File: src/rtl/leitor_mem.sv
// Circular history of committed 8-bit saves, replayed oldest-to-newest on request.
// Each replayed entry is held on rd_data for HOLD cycles; all outputs are registered.
module leitor_mem #(
    parameter int DEPTH = 4,
    parameter int HOLD  = 8
) (
    input  logic                       clk,
    input  logic                       reset,
    input  logic                       okSAVE,
    input  logic [7:0]                 num,
    input  logic                       okREAD,
    input  logic                       clear,
    output logic [7:0]                 rd_data,
    output logic                       rd_valid,
    output logic                       rd_last,
    output logic                       done,
    output logic                       busy,
    output logic [$clog2(DEPTH+1)-1:0] count,
    output logic                       save_drop
);

    localparam int PW = $clog2(DEPTH);
    localparam int CW = $clog2(DEPTH + 1);
    localparam int HW = (HOLD > 1) ? $clog2(HOLD) : 1;

    typedef enum logic [1:0] {S_IDLE, S_SHOW, S_DONE} state_t;

    state_t        state_q, state_d;
    logic [7:0]    mem_q [DEPTH];
    logic [7:0]    mem_d [DEPTH];
    logic [PW-1:0] wr_ptr_q, wr_ptr_d;
    logic [PW-1:0] base_q, base_d;
    logic [CW-1:0] count_q, count_d;
    logic [CW-1:0] n_q, n_d;
    logic [PW-1:0] idx_q, idx_d;
    logic [HW-1:0] hold_q, hold_d;
    logic [7:0]    rd_data_q, rd_data_d;
    logic          rd_valid_q, rd_valid_d;
    logic          rd_last_q, rd_last_d;
    logic          done_q, done_d;
    logic          busy_q, busy_d;
    logic          save_drop_q, save_drop_d;
    logic [PW-1:0] next_idx;

    always_comb begin
        state_d     = state_q;
        mem_d       = mem_q;
        wr_ptr_d    = wr_ptr_q;
        base_d      = base_q;
        count_d     = count_q;
        n_d         = n_q;
        idx_d       = idx_q;
        hold_d      = hold_q;
        rd_data_d   = rd_data_q;
        rd_valid_d  = rd_valid_q;
        rd_last_d   = rd_last_q;
        done_d      = 1'b0;
        busy_d      = busy_q;
        save_drop_d = 1'b0;
        next_idx    = idx_q + PW'(1);

        case (state_q)
            S_IDLE: begin
                if (clear) begin
                    count_d     = '0;
                    wr_ptr_d    = '0;
                    base_d      = '0;
                    save_drop_d = okSAVE;
                end else if (okREAD) begin
                    save_drop_d = okSAVE;
                    busy_d      = 1'b1;
                    if (count_q == '0) begin
                        state_d = S_DONE;
                        done_d  = 1'b1;
                    end else begin
                        state_d    = S_SHOW;
                        n_d        = count_q;
                        idx_d      = '0;
                        hold_d     = '0;
                        rd_data_d  = mem_q[base_q];
                        rd_valid_d = 1'b1;
                        rd_last_d  = (count_q == CW'(1));
                    end
                end else if (okSAVE) begin
                    mem_d[wr_ptr_q] = num;
                    wr_ptr_d        = wr_ptr_q + PW'(1);
                    // A full buffer overwrites its oldest entry, so the oldest pointer moves on.
                    if (count_q < CW'(DEPTH)) begin
                        count_d = count_q + CW'(1);
                    end else begin
                        base_d = base_q + PW'(1);
                    end
                end
            end
            S_SHOW: begin
                save_drop_d = okSAVE;
                if (hold_q == HW'(HOLD - 1)) begin
                    hold_d = '0;
                    if (CW'(idx_q) == n_q - CW'(1)) begin
                        state_d    = S_DONE;
                        done_d     = 1'b1;
                        rd_valid_d = 1'b0;
                        rd_last_d  = 1'b0;
                    end else begin
                        idx_d     = next_idx;
                        rd_data_d = mem_q[base_q + next_idx];
                        rd_last_d = (CW'(next_idx) == n_q - CW'(1));
                    end
                end else begin
                    hold_d = hold_q + HW'(1);
                end
            end
            S_DONE: begin
                save_drop_d = okSAVE;
                state_d     = S_IDLE;
                busy_d      = 1'b0;
            end
            default: begin
                state_d = S_IDLE;
            end
        endcase
    end

    // Stored data is left unreset; count and pointers define which slots are meaningful.
    always_ff @(posedge clk) begin
        if (reset) begin
            state_q     <= S_IDLE;
            wr_ptr_q    <= '0;
            base_q      <= '0;
            count_q     <= '0;
            n_q         <= '0;
            idx_q       <= '0;
            hold_q      <= '0;
            rd_data_q   <= 8'h00;
            rd_valid_q  <= 1'b0;
            rd_last_q   <= 1'b0;
            done_q      <= 1'b0;
            busy_q      <= 1'b0;
            save_drop_q <= 1'b0;
        end else begin
            state_q     <= state_d;
            mem_q       <= mem_d;
            wr_ptr_q    <= wr_ptr_d;
            base_q      <= base_d;
            count_q     <= count_d;
            n_q         <= n_d;
            idx_q       <= idx_d;
            hold_q      <= hold_d;
            rd_data_q   <= rd_data_d;
            rd_valid_q  <= rd_valid_d;
            rd_last_q   <= rd_last_d;
            done_q      <= done_d;
            busy_q      <= busy_d;
            save_drop_q <= save_drop_d;
        end
    end

    assign rd_data   = rd_data_q;
    assign rd_valid  = rd_valid_q;
    assign rd_last   = rd_last_q;
    assign done      = done_q;
    assign busy      = busy_q;
    assign count     = count_q;
    assign save_drop = save_drop_q;

endmodule

File: config.mk
export PLATFORM = sky130hd
export DESIGN_NAME = leitor_mem
export DESIGN_NICKNAME = d
export VERILOG_FILES = /design/src/rtl/leitor_mem.sv
export SDC_FILE = /design/constraint.sdc
export NUM_CORES = 1
export LEC_CHECK = 0
export BUFFER_PORTS_ARGS = -buffer_cell sky130_fd_sc_hd__buf_2
export CAP_MARGIN = 5
export CORE_MARGIN = 2
export CORE_UTILIZATION = 40
export CTS_CLUSTER_SIZE = 16
export DETAILED_ROUTE_END_ITERATION = 8
export PLACE_DENSITY_LB_ADDON = 0.05
export SLEW_MARGIN = 20
export SYNTH_ARGS = -nofsm -noshare
export SYNTH_HDL_FRONTEND = slang
export SYNTH_SLANG_ARGS = --single-unit
File: constraint.sdc
create_clock -name clk -period 6.1 [get_ports clk]
set_input_delay 0.305 -clock clk [delete_from_list [all_inputs] [get_ports clk]]
set_output_delay 0.305 -clock clk [all_outputs]
set_load 0.01 [all_outputs]
==> flow_metrics.env, run 1 <==
export IMPL_irDropWorstVdd_mv=0.1367
export IMPL_grt_use_met1=0.2033
export IMPL_grt_overflow=0
export IMPL_path_class="reg2reg"
export IMPL_async_reset_ff_frac=0
export IMPL_io_buffer_count=28
export IMPL_rsz0062_at_grt="false"
export IMPL_avgSynthCellArea_um2=11.90
export IMPL_crit_end="rd_data[1]$_SDFFE_PP0P_"
export IMPL_synth_mux_area_frac=0.1234
export IMPL_place_gp_congestion=0.7858
export IMPL_wirelength_mm=6.035
export IMPL_vias_per_cell=5.084
export IMPL_numCtsBuffers=9
export IMPL_wl_per_cell_um=15.43
export IMPL_nets=312
export IMPL_drv_cap=0
export IMPL_drt_iter0_drc=102
export IMPL_antenna_found_initial=0
export IMPL_worst_path_largest_cell_delay_ns=0.59
export IMPL_worst_pin_slew_ns=0.7522
export IMPL_maxSlewHeadroom=0.4967
export IMPL_cp_end_kind="flip-flop"
export IMPL_outcome="finished clean"
export IMPL_slew_viol_final=0
export IMPL_skew_ns=0.008573
export IMPL_dieHeight_um=91.78
export IMPL_postRouteAntennaNets=0
export IMPL_synth_cells=259
export IMPL_syn_to_final_growth_pct=12.71
export IMPL_use_met2=0.2537
export IMPL_yosys_warnings=0
export IMPL_final_cell_mix="33 x nor2_1, 32 x edfxtp_1, 30 x dfxtp_1, 28 x buf_2, 26 x nand2_1"
export IMPL_grt_pass1_wl_mm=10.21
export IMPL_required_ns=6.34
export IMPL_post_cts_setup_buffers=0
export IMPL_ys_seq_area_frac=0.5067
export IMPL_layout_drive_gt1_share=0.2561
export IMPL_remaining_drc_errors=0
export IMPL_setup_tns_ns=0
export IMPL_r2r_end="rd_data[1]$_SDFFE_PP0P_"
export IMPL_startpoint_type="flip-flop"
export IMPL_htree_levels=3
export IMPL_cts_tree="built"
export IMPL_r2r_cells=7
export IMPL_startpoint="state_q[1]$_SDFFE_PP0P_"
export IMPL_fin_crit_sh=0.4375
export IMPL_yosys_area_share_simple=0.1271
export IMPL_critPathMaxFanout=17
export IMPL_grt_max_degree=30
export IMPL_yosysUniqueCellTypes=48
export IMPL_synthAdderAreaFrac=0.06090
export IMPL_leakage_uw=0.001240
export IMPL_coreArea_um2=7607
export IMPL_synth_compound_area_frac=0.1100
export IMPL_min_path_type="in2reg"
export IMPL_cp_cell_sequence="inv_1 > ha_1 > inv_2 > o22a_1 > a21oi_4 > nor2_1 > a311oi_2"
export IMPL_rr_startpoint="state_q[1]$_SDFFE_PP0P_"
export IMPL_cts_sinks=62
export IMPL_final_hold_violation_count=0
export IMPL_track_usage=0.1571
export IMPL_clock_path_buffers=2
export IMPL_final_common_cell="nor2_1"
export IMPL_multiInputGateArea_um2=1375
export IMPL_grtUsageMet3=0.03451
export IMPL_synth_nets=287
export IMPL_setup_viol=0
export IMPL_path_clk_slew_ns=0.07
export IMPL_hold_buffers=0
export IMPL_antenna_cells=0
export IMPL_rrSetupSlack_ns=3.43
export IMPL_rows=32
export IMPL_cts_resized=0
export IMPL_ys_ff_latch=62
export IMPL_synth_xor_area_frac=0.02477
export IMPL_fin_crit_ns=2.669
export IMPL_num_vias=1988
export IMPL_fillerInstances=720
export IMPL_fp_dieW_um=91.78
export IMPL_cts_root_buf="clkbuf_8"
export IMPL_dr_pass1_iters=4
export IMPL_syn_area_um2=3082
export IMPL_seq_area_um2=1562
export IMPL_power_density_nw_per_um2=262.0
export IMPL_dp_hpwl_mm=4.247
export IMPL_die_area_um2=8423
export IMPL_fin_worst_hold_slack_ns=0.1836
export IMPL_synth_flop_cell="edfxtp_1"
export IMPL_grt_busiest_layer="met2"
export IMPL_ios=29
export IMPL_synth_edff_count=32
export IMPL_synth_top_family_by_area="simple AND/OR/NAND/NOR gates"
export IMPL_initial_utilization=0.4051
export IMPL_cp_slowest_cell="ha_1"
export IMPL_fmax_ghz=0.3747
export IMPL_clk_latency_ns=0.33
export IMPL_cp_arrival_ns=2.91
export IMPL_grt_pass1_vias=2042
-- flip-flops by register name, indices dropped and copies added, names as in the netlist --
name	cells
rd_data	8
wr_ptr_q	2
busy	1
rd_last	1
done	1
idx_q	2
rd_valid	1
mem_q	32
save_drop	1
base_q	2
count	3
state_q	2
n_q	3
hold_q	3
-- cells in the mapped netlist (2+ instances only) --
cell	instances	area, µm²
edfxtp_1	32	960.9
nor3_1	2	10.01
xnor2_1	4	35.03
nand2b_1	3	18.77
ha_1	15	187.7
a21oi_1	14	70.07
mux4_2	16	360.4
nor2b_1	4	25.02
nand2_1	26	97.59
mux2i_1	2	20.02
nor2_1	33	123.9
or2_1	2	12.51
buf_1	2	7.510
clkbuf_1	6	22.52
a311oi_2	8	120.1
buf_2	2	10.01
dfxtp_1	30	600.6
o21ai_0	7	35.03
a211oi_1	2	15.01
nor3b_1	2	15.01
inv_1	14	52.55
nand3_1	5	25.02
buf_6	3	33.78
-- routing by layer --
metal  routed length, µm  vias to the layer above
li1                    -                      987
met1                2799                      954
met2                2958                       37
met3                 166                       10
met4                 110                        0
met5                   0                        -
-- worst max-delay path, delay by kind of cell (launching register included) --
kind / cells / cell delay (ns)
AO/OA/AOI/OAI: 3 / 1.15
adder cells (fa/ha/maj): 1 / 0.59
buffers and inverters: 2 / 0.38
flip-flops: 1 / 0.33
AND/OR/NAND/NOR: 1 / 0.10
-- where the power goes --
part	internal [µW]	switching (µW)
clock	227	163
combinational	25.6	41.8
sequential	447	5.93
total	699	211
-- how the worst min path moves through the flow --
stage	slack (ns)	start	cells past startpoint	endpoint
final	0.18	num[2]	1	mem_q[26]$_DFFE_PP_
after global routing	0.17	num[0]	1	mem_q[8]$_DFFE_PP_
after CTS	0.17	num[2]	1	mem_q[26]$_DFFE_PP_
after detailed placement	0.45	hold_q[2]$_SDFFE_PP0P_	2	hold_q[2]$_SDFFE_PP0P_
after global placement	0.46	hold_q[2]$_SDFFE_PP0P_	2	hold_q[2]$_SDFFE_PP0P_
after floorplan	0.40	num[0]	0	mem_q[0]$_DFFE_PP_
-- final cells by class --
cell class,count,area share
Multi-Input combinational cell,168,0.3959
Clock inverter,7,0.02558
Tap cell,102,0.03674
Inverter,15,0.01621
Clock buffer,9,0.03566
Sequential cell,62,0.4496
Timing Repair Buffer,28,0.04035
-- through the flow --
step	worst slack [ns]	util	total power, µW	cells	cell area (µm²)
CTS	3.383	0.4566	921.6	391	3473
detailed placement	3.416	0.4286	529.9	375	3261
finish	3.431	0.4566	910.0	391	3473
floorplan	4.109	-	508.7	259	3082
global placement	3.479	0.4286	529.2	375	3261
global route	3.197	0.4566	954.6	391	3473
-- cells by family after synthesis --
family	Yosys count
fa+ha+maj	15
flops	62
xor+xnor	7
simple gates	86
buf+inv	29
mux	18
compound gates	42
No activity file was read; power rests on OpenSTA's default activity.
==> run 2, diff against run 1 <==
==> constraint.sdc (replaced) <==
create_clock -name clk -period 2.3 [get_ports clk]
set_input_delay 0.115 -clock clk [delete_from_list [all_inputs] [get_ports clk]]
set_output_delay 0.115 -clock clk [all_outputs]
set_load 0.01 [all_outputs]
==> run 2 against run 1 <==
Global-route usage increased by 1.2 points. Register-to-register slack got worse by 3.2 ns. Largest power group unchanged. Sequential cell count did not move. First-iteration DRC count rose by 12%. Die area stayed put. Power increased to 2.7 times the previous value. Highest routed layer unchanged. Critical path depth unchanged. Critical endpoint is now idx_q[1]$_SDFFE_PP0P_. Worst hold slack worse by 0.16 ns.
==> flow_metrics.env, run 2 (same netlist as run 1, synthesis figures left out) <==
export IMPL_rrSetupSlack_ns=0.21
export IMPL_rows=32
export IMPL_htree_levels=3
export IMPL_grt_max_degree=30
export IMPL_worst_pin_slew_ns=0.6652
export IMPL_maxSlewHeadroom=0.5565
export IMPL_dp_hpwl_mm=4.319
export IMPL_layout_drive_gt1_share=0.2894
export IMPL_wl_per_cell_um=15.69
export IMPL_clk_latency_ns=0.34
export IMPL_r2r_end="idx_q[1]$_SDFFE_PP0P_"
export IMPL_track_usage=0.1692
export IMPL_slew_viol_final=0
export IMPL_leakage_uw=0.001354
export IMPL_final_common_cell="nor2_1"
export IMPL_holdPathStages=1
export IMPL_wirelength_mm=6.480
export IMPL_setup_tns_ns=0
export IMPL_num_vias=2057
export IMPL_antenna_cells=0
export IMPL_use_met2=0.2874
export IMPL_final_cell_mix="33 x nor2_1, 32 x edfxtp_1, 30 x dfxtp_1, 28 x buf_2, 26 x nand2_1"
export IMPL_startpoint_type="flip-flop"
export IMPL_grt_busiest_layer="met2"
export IMPL_grt_overflow=0
export IMPL_cp_end_kind="flip-flop"
export IMPL_hp_start="num[0]"
export IMPL_place_gp_congestion=0.7241
export IMPL_skew_ns=0.01067
export IMPL_ios=29
export IMPL_antenna_found_initial=0
export IMPL_path_class="reg2reg"
export IMPL_grt_pass1_vias=2139
export IMPL_fmax_ghz=0.4784
export IMPL_setup_viol=0
export IMPL_final_hold_violation_count=0
export IMPL_vias_per_cell=4.981
export IMPL_required_ns=2.56
export IMPL_initial_utilization=0.4051
export IMPL_rsz0062_at_grt="false"
export IMPL_cp_arrival_ns=2.35
export IMPL_min_path_type="in2reg"
export IMPL_rr_startpoint="n_q[0]$_SDFFE_PP0P_"
export IMPL_fin_crit_ns=2.090
export IMPL_outcome="finished clean"
export IMPL_grt_use_met1=0.2144
export IMPL_clock_path_buffers=2
export IMPL_io_buffer_count=28
export IMPL_grtUsageMet3=0.02876
export IMPL_dieHeight_um=91.78
export IMPL_largest_reg_flops=32
export IMPL_postRouteAntennaNets=0
export IMPL_cts_root_buf="clkbuf_8"
export IMPL_numCtsBuffers=9
export IMPL_fin_worst_hold_slack_ns=0.01894
export IMPL_cts_tree="built"
export IMPL_fp_dieW_um=91.78
export IMPL_coreArea_um2=7607
export IMPL_path_clk_slew_ns=0.07
export IMPL_critPathMaxFanout=4
export IMPL_die_area_um2=8423
export IMPL_fin_crit_sh=0.9089
export IMPL_power_density_nw_per_um2=671.3
export IMPL_min_to="mem_q[16]$_DFFE_PP_"
export IMPL_r2r_cells=7
export IMPL_dr_pass1_iters=4
export IMPL_drv_cap=0
export IMPL_nets=334
export IMPL_irDropWorstVdd_mv=0.3353
export IMPL_regMostFlops="mem_q"
export IMPL_drt_iter0_drc=114
export IMPL_cts_sinks=62
export IMPL_remaining_drc_errors=0
export IMPL_syn_to_final_growth_pct=19.37
export IMPL_grt_pass1_wl_mm=10.80
[run 2: critical path, stage by stage, from the launching register on]
cell,delay (ns)
dfxtp_1,0.39
inv_1,0.08
ha_1,0.30
xnor2_1,0.30
o31ai_2,0.15
or2_1,0.23
or4_1,0.40
a31oi_1,0.17
[run 2: worst max-delay path by stage]
stage / start / to / slack, ns / depth (start not counted)
after floorplan: idx_q[0]$_SDFFE_PP0P_ / rd_data[0]$_SDFFE_PP0P_ / 0.31 / 7
after global placement: n_q[0]$_SDFFE_PP0P_ / idx_q[1]$_SDFFE_PP0P_ / 0.21 / 7
after detailed placement: n_q[0]$_SDFFE_PP0P_ / idx_q[1]$_SDFFE_PP0P_ / 0.26 / 7
after CTS: n_q[0]$_SDFFE_PP0P_ / idx_q[1]$_SDFFE_PP0P_ / 0.21 / 7
after global routing: n_q[0]$_SDFFE_PP0P_ / idx_q[1]$_SDFFE_PP0P_ / 0.06 / 7
final: n_q[0]$_SDFFE_PP0P_ / idx_q[1]$_SDFFE_PP0P_ / 0.21 / 7
[run 2: repair_timing]
action | 4_1_cts | 5_1_grt
hold buffers | 7 | 0
resized for setup | 0 | 0
setup endpoints to repair | 0 | 0
setup buffers | 0 | 0
endpoints found under the hold margin | 28 | 0
[run 2: area by class of cell]
type / count / area (µm²)
well taps: 102 / 127.6
repair buffers: 50 / 335.3
multi-input cells: 168 / 1375
flip-flops and latches: 62 / 1562
fillers: 714 / 3929
inverters: 15 / 56.30
clock inverters: 6 / 85.08
clock buffers: 10 / 137.6
[run 2: metrics by stage]
step                total power (µW)  std cells    util  setup slack (ns)  area, µm²
floorplan                       1349        259       -            0.3091       3082
global placement                1414        390  0.4451            0.2120       3386
detailed placement              1413        390  0.4451            0.2577       3386
CTS                             2498        413  0.4836            0.2108       3679
global route                    2568        413  0.4836           0.06359       3679
finish                          2469        413  0.4836            0.2096       3679
[run 2: routing by layer]
layer | up-vias | share of wire
li1 | 1030 | -
met1 | 979 | 0.45
met2 | 36 | 0.51
met3 | 12 | 0.031
met4 | 0 | 0.019
met5 | - | 0
[run 2: power breakdown]
part / total (µW) / switching [µW] / leakage [µW] / internal [µW]
Clock: 1070 / 439 / 0.000108 / 636
Combinational: 196 / 112 / 0.000715 / 84.1
Sequential: 1200 / 15.2 / 0.000531 / 1180
==> run 3, diff against run 2 <==
--- a/config.mk
+++ b/config.mk
@@ -5,12 +5,14 @@
 export SDC_FILE = /design/constraint.sdc
 export NUM_CORES = 1
 export LEC_CHECK = 0
+export ABC_AREA = 1
 export BUFFER_PORTS_ARGS = -buffer_cell sky130_fd_sc_hd__buf_2
 export CAP_MARGIN = 5
 export CORE_MARGIN = 2
 export CORE_UTILIZATION = 40
 export CTS_CLUSTER_SIZE = 16
 export DETAILED_ROUTE_END_ITERATION = 8
+export GPL_TIMING_DRIVEN = 0
 export PLACE_DENSITY_LB_ADDON = 0.05
 export SLEW_MARGIN = 20
 export SYNTH_ARGS = -nofsm -noshare
==> run 3 against run 2 <==
Power is 18% higher. Critical path depth is 3 lower. Largest power group unchanged. First-iteration DRC count stayed put. Maximum frequency is 1.1% lower. Register-to-register slack worse by 0.02 ns. Die area is 5.7% higher. Sequential share of layout area is 1.2 points lower. Global-route usage is 1.6 points higher. Clock-buffer cell count stayed put. Largest cell class unchanged. Core utilization is 0.19 points higher.
==> flow_metrics.env, run 3 <==
export IMPL_rr_startpoint="state_q[1]$_SDFFE_PP0P_"
export IMPL_postRouteAntennaNets=0
export IMPL_holdPathStages=3
export IMPL_grt_pass1_vias=2556
export IMPL_cp_slowest_cell="nor2_1"
export IMPL_startpoint_type="flip-flop"
export IMPL_skew_ns=0.006649
export IMPL_r2r_cells=4
export IMPL_antenna_cells=0
export IMPL_numCtsBuffers=9
export IMPL_grt_max_degree=11
export IMPL_synth_top_area_share=0.2941
export IMPL_rsz0062_at_grt="false"
export IMPL_setup_viol=0
export IMPL_fin_cells=535
export IMPL_cts_tree="built"
export IMPL_worst_pin_slew_ns=0.8980
export IMPL_die_area_um2=8906
export IMPL_path_clk_slew_ns=0.07
export IMPL_dr_pass1_iters=5
export IMPL_critPathMaxFanout=8
export IMPL_min_to="save_drop$_SDFF_PP0_"
export IMPL_initial_utilization=0.4184
export IMPL_clk_latency_ns=0.34
export IMPL_fin_crit_sh=0.9191
export IMPL_synth_nets=410
export IMPL_antenna_found_initial=0
export IMPL_maxSlewHeadroom=0.3991
export IMPL_r2r_end="mem_q[23]$_DFFE_PP_"
export IMPL_cp_end_kind="flip-flop"
export IMPL_track_usage=0.1855
export IMPL_yosys_warnings=0
export IMPL_finalInstanceArea_um2=3790
export IMPL_ys_seq_area_frac=0.4780
export IMPL_synth_top_cells_by_count="51 x inv_1, 51 x nor2_1, 48 x nand2_1"
export IMPL_required_ns=2.26
export IMPL_nets=456
export IMPL_htree_levels=3
export IMPL_min_path_type="in2reg"
export IMPL_crit_family="simple AND/OR/NAND/NOR gates"
export IMPL_clock_path_buffers=2
export IMPL_syn_area_um2=3267
export IMPL_regMostFlops="mem_q"
export IMPL_async_reset_ff_frac=0
export IMPL_vias_per_cell=4.970
export IMPL_yosysTopAreaCell="edfxtp_1"
export IMPL_remaining_drc_errors=0
export IMPL_final_cell_mix="51 x inv_1, 51 x nor2_1, 48 x nand2_1, 43 x a21oi_1, 32 x edfxtp_1"
export IMPL_worst_path_buf_inv=1
export IMPL_fp_dieW_um=94.37
export IMPL_wl_per_cell_um=14.47
export IMPL_irDropWorstVdd_mv=0.3306
export IMPL_outcome="finished clean"
export IMPL_setup_tns_ns=0
export IMPL_setup_ws_ns=0.1862
export IMPL_num_vias=2659
export IMPL_dp_hpwl_mm=5.407
export IMPL_placed_area_um2=3530
export IMPL_fin_crit_ns=2.114
export IMPL_synth_edff_count=32
export IMPL_yosysUniqueCellTypes=36
export IMPL_preCtsSetupSlack_ns=0.1933
export IMPL_synth_flop_cell="edfxtp_1"
export IMPL_grt_pass1_wl_mm=12.50
export IMPL_coreArea_um2=7807
export IMPL_leakage_uw=0.001619
export IMPL_avgSynthCellArea_um2=8.552
export IMPL_rrSetupSlack_ns=0.19
export IMPL_syn_to_final_growth_pct=16.01
export IMPL_fmax_ghz=0.4731
export IMPL_final_hold_violation_count=0
export IMPL_wirelength_mm=7.741
export IMPL_cp_cell_sequence="inv_1 > ha_1 > nand4_1 > nor2_1"
export IMPL_cts_sinks=62
export IMPL_place_gp_congestion=0.8163
export IMPL_worst_path_largest_cell_delay_ns=0.74
export IMPL_synth_cells=382
export IMPL_ios=29
export IMPL_hp_start="okSAVE"
export IMPL_drt_iter0_drc=114
export IMPL_layout_drive_gt1_share=0.1663
export IMPL_post_cts_setup_buffers=0
export IMPL_io_buffer_count=27
export IMPL_path_class="reg2reg"
export IMPL_dp_cells=511
export IMPL_cts_root_buf="clkbuf_8"
export IMPL_ys_ff_latch=62
export IMPL_synthTopCellsByArea="edfxtp_1 29%, dfxtp_1 18%, a21oi_1 6.6%"
export IMPL_largest_reg_flops=32
export IMPL_drv_cap=0
export IMPL_grt_overflow=0
export IMPL_slew_viol_final=0
export IMPL_power_density_nw_per_um2=768.2
export IMPL_cp_arrival_ns=2.07
export IMPL_dieHeight_um=94.37
export IMPL_rows=32
-- run 3: cell types whose count changed after synthesis, sizes merged, moves of 18 or more --
cell   change
a21oi     +37
nand3     +19
nor2      +18
nand2     +28
inv       +40
o21ai     +23
-- run 3: metrics by stage --
step / utilization / hold WS (ns) / total power (µW)
floorplan: - / 0.2139 / 1822
global placement: 0.4521 / 0.3279 / 2016
detailed placement: 0.4521 / 0.3319 / 2019
CTS: 0.4854 / 0.1037 / 2939
global route: 0.4854 / 0.1377 / 3092
finish: 0.4854 / 0.1166 / 2912
-- run 3: worst max-delay path by stage --
stage	cells after the start	endpoint	slack (ns)	startpoint
floorplan	11	rd_data[1]$_SDFFE_PP0P_	0.64	idx_q[0]$_SDFFE_PP0P_
global placement	4	mem_q[23]$_DFFE_PP_	0.19	state_q[1]$_SDFFE_PP0P_
detailed placement	4	mem_q[23]$_DFFE_PP_	0.19	state_q[1]$_SDFFE_PP0P_
CTS	4	mem_q[20]$_DFFE_PP_	0.17	state_q[1]$_SDFFE_PP0P_
global route	4	mem_q[4]$_DFFE_PP_	0.09	state_q[1]$_SDFFE_PP0P_
finish	4	mem_q[23]$_DFFE_PP_	0.19	state_q[1]$_SDFFE_PP0P_
-- run 3: area by class of cell --
type / count / area (µm²)
Timing Repair Buffer: 35 / 215.2
Sequential cell: 62 / 1562
Inverter: 56 / 212.7
Tap cell: 102 / 127.6
Clock inverter: 6 / 52.55
Clock buffer: 10 / 127.6
Multi-Input combinational cell: 250 / 1393
Buffer: 14 / 100.1
Fill cell: 799 / 4018
-- run 3: power by group --
group | switching (µW) | internal [µW]
combinational | 472 | 268
sequential | 37.7 | 1230
clock | 419 | 488
-- run 3: cells by family (layout without fill, tap and decap cells) --
kind of cell,after synthesis,after routing,share of synthesized area
adders and majority gates,15,15,0.05745
buffers and inverters,70,121,0.09575
xor gates and xnor gates,2,2,0.005363
AOI/OAI and AO/OA,85,85,0.1459
and+or+nand+nor,140,140,0.1930
DFF,62,62,0.4780
muxes,8,8,0.02451
-- run 3: worst register-to-register path, delay by kind of cell, from the launching register on --
family / cells / cell delay [ns]
buffers and inverters: 1 / 0.11
DFF: 1 / 0.33
adders and majority gates: 1 / 0.32
and+or+nand+nor: 2 / 0.97
-- run 3: repair_timing --
action / 4_1_cts / 5_1_grt
endpoints found under the setup margin: 0 / 0
resized for setup: 0 / 0
hold buffers: 8 / 0
endpoints found under the hold margin: 31 / 0
-- run 3: metal layers --
metal / track usage / wire length [µm]
met1: 0.2312 / 3531
met2: 0.3107 / 3677
met3: 0.04948 / 340
met4: 0.06643 / 191
met5: 0 / 0
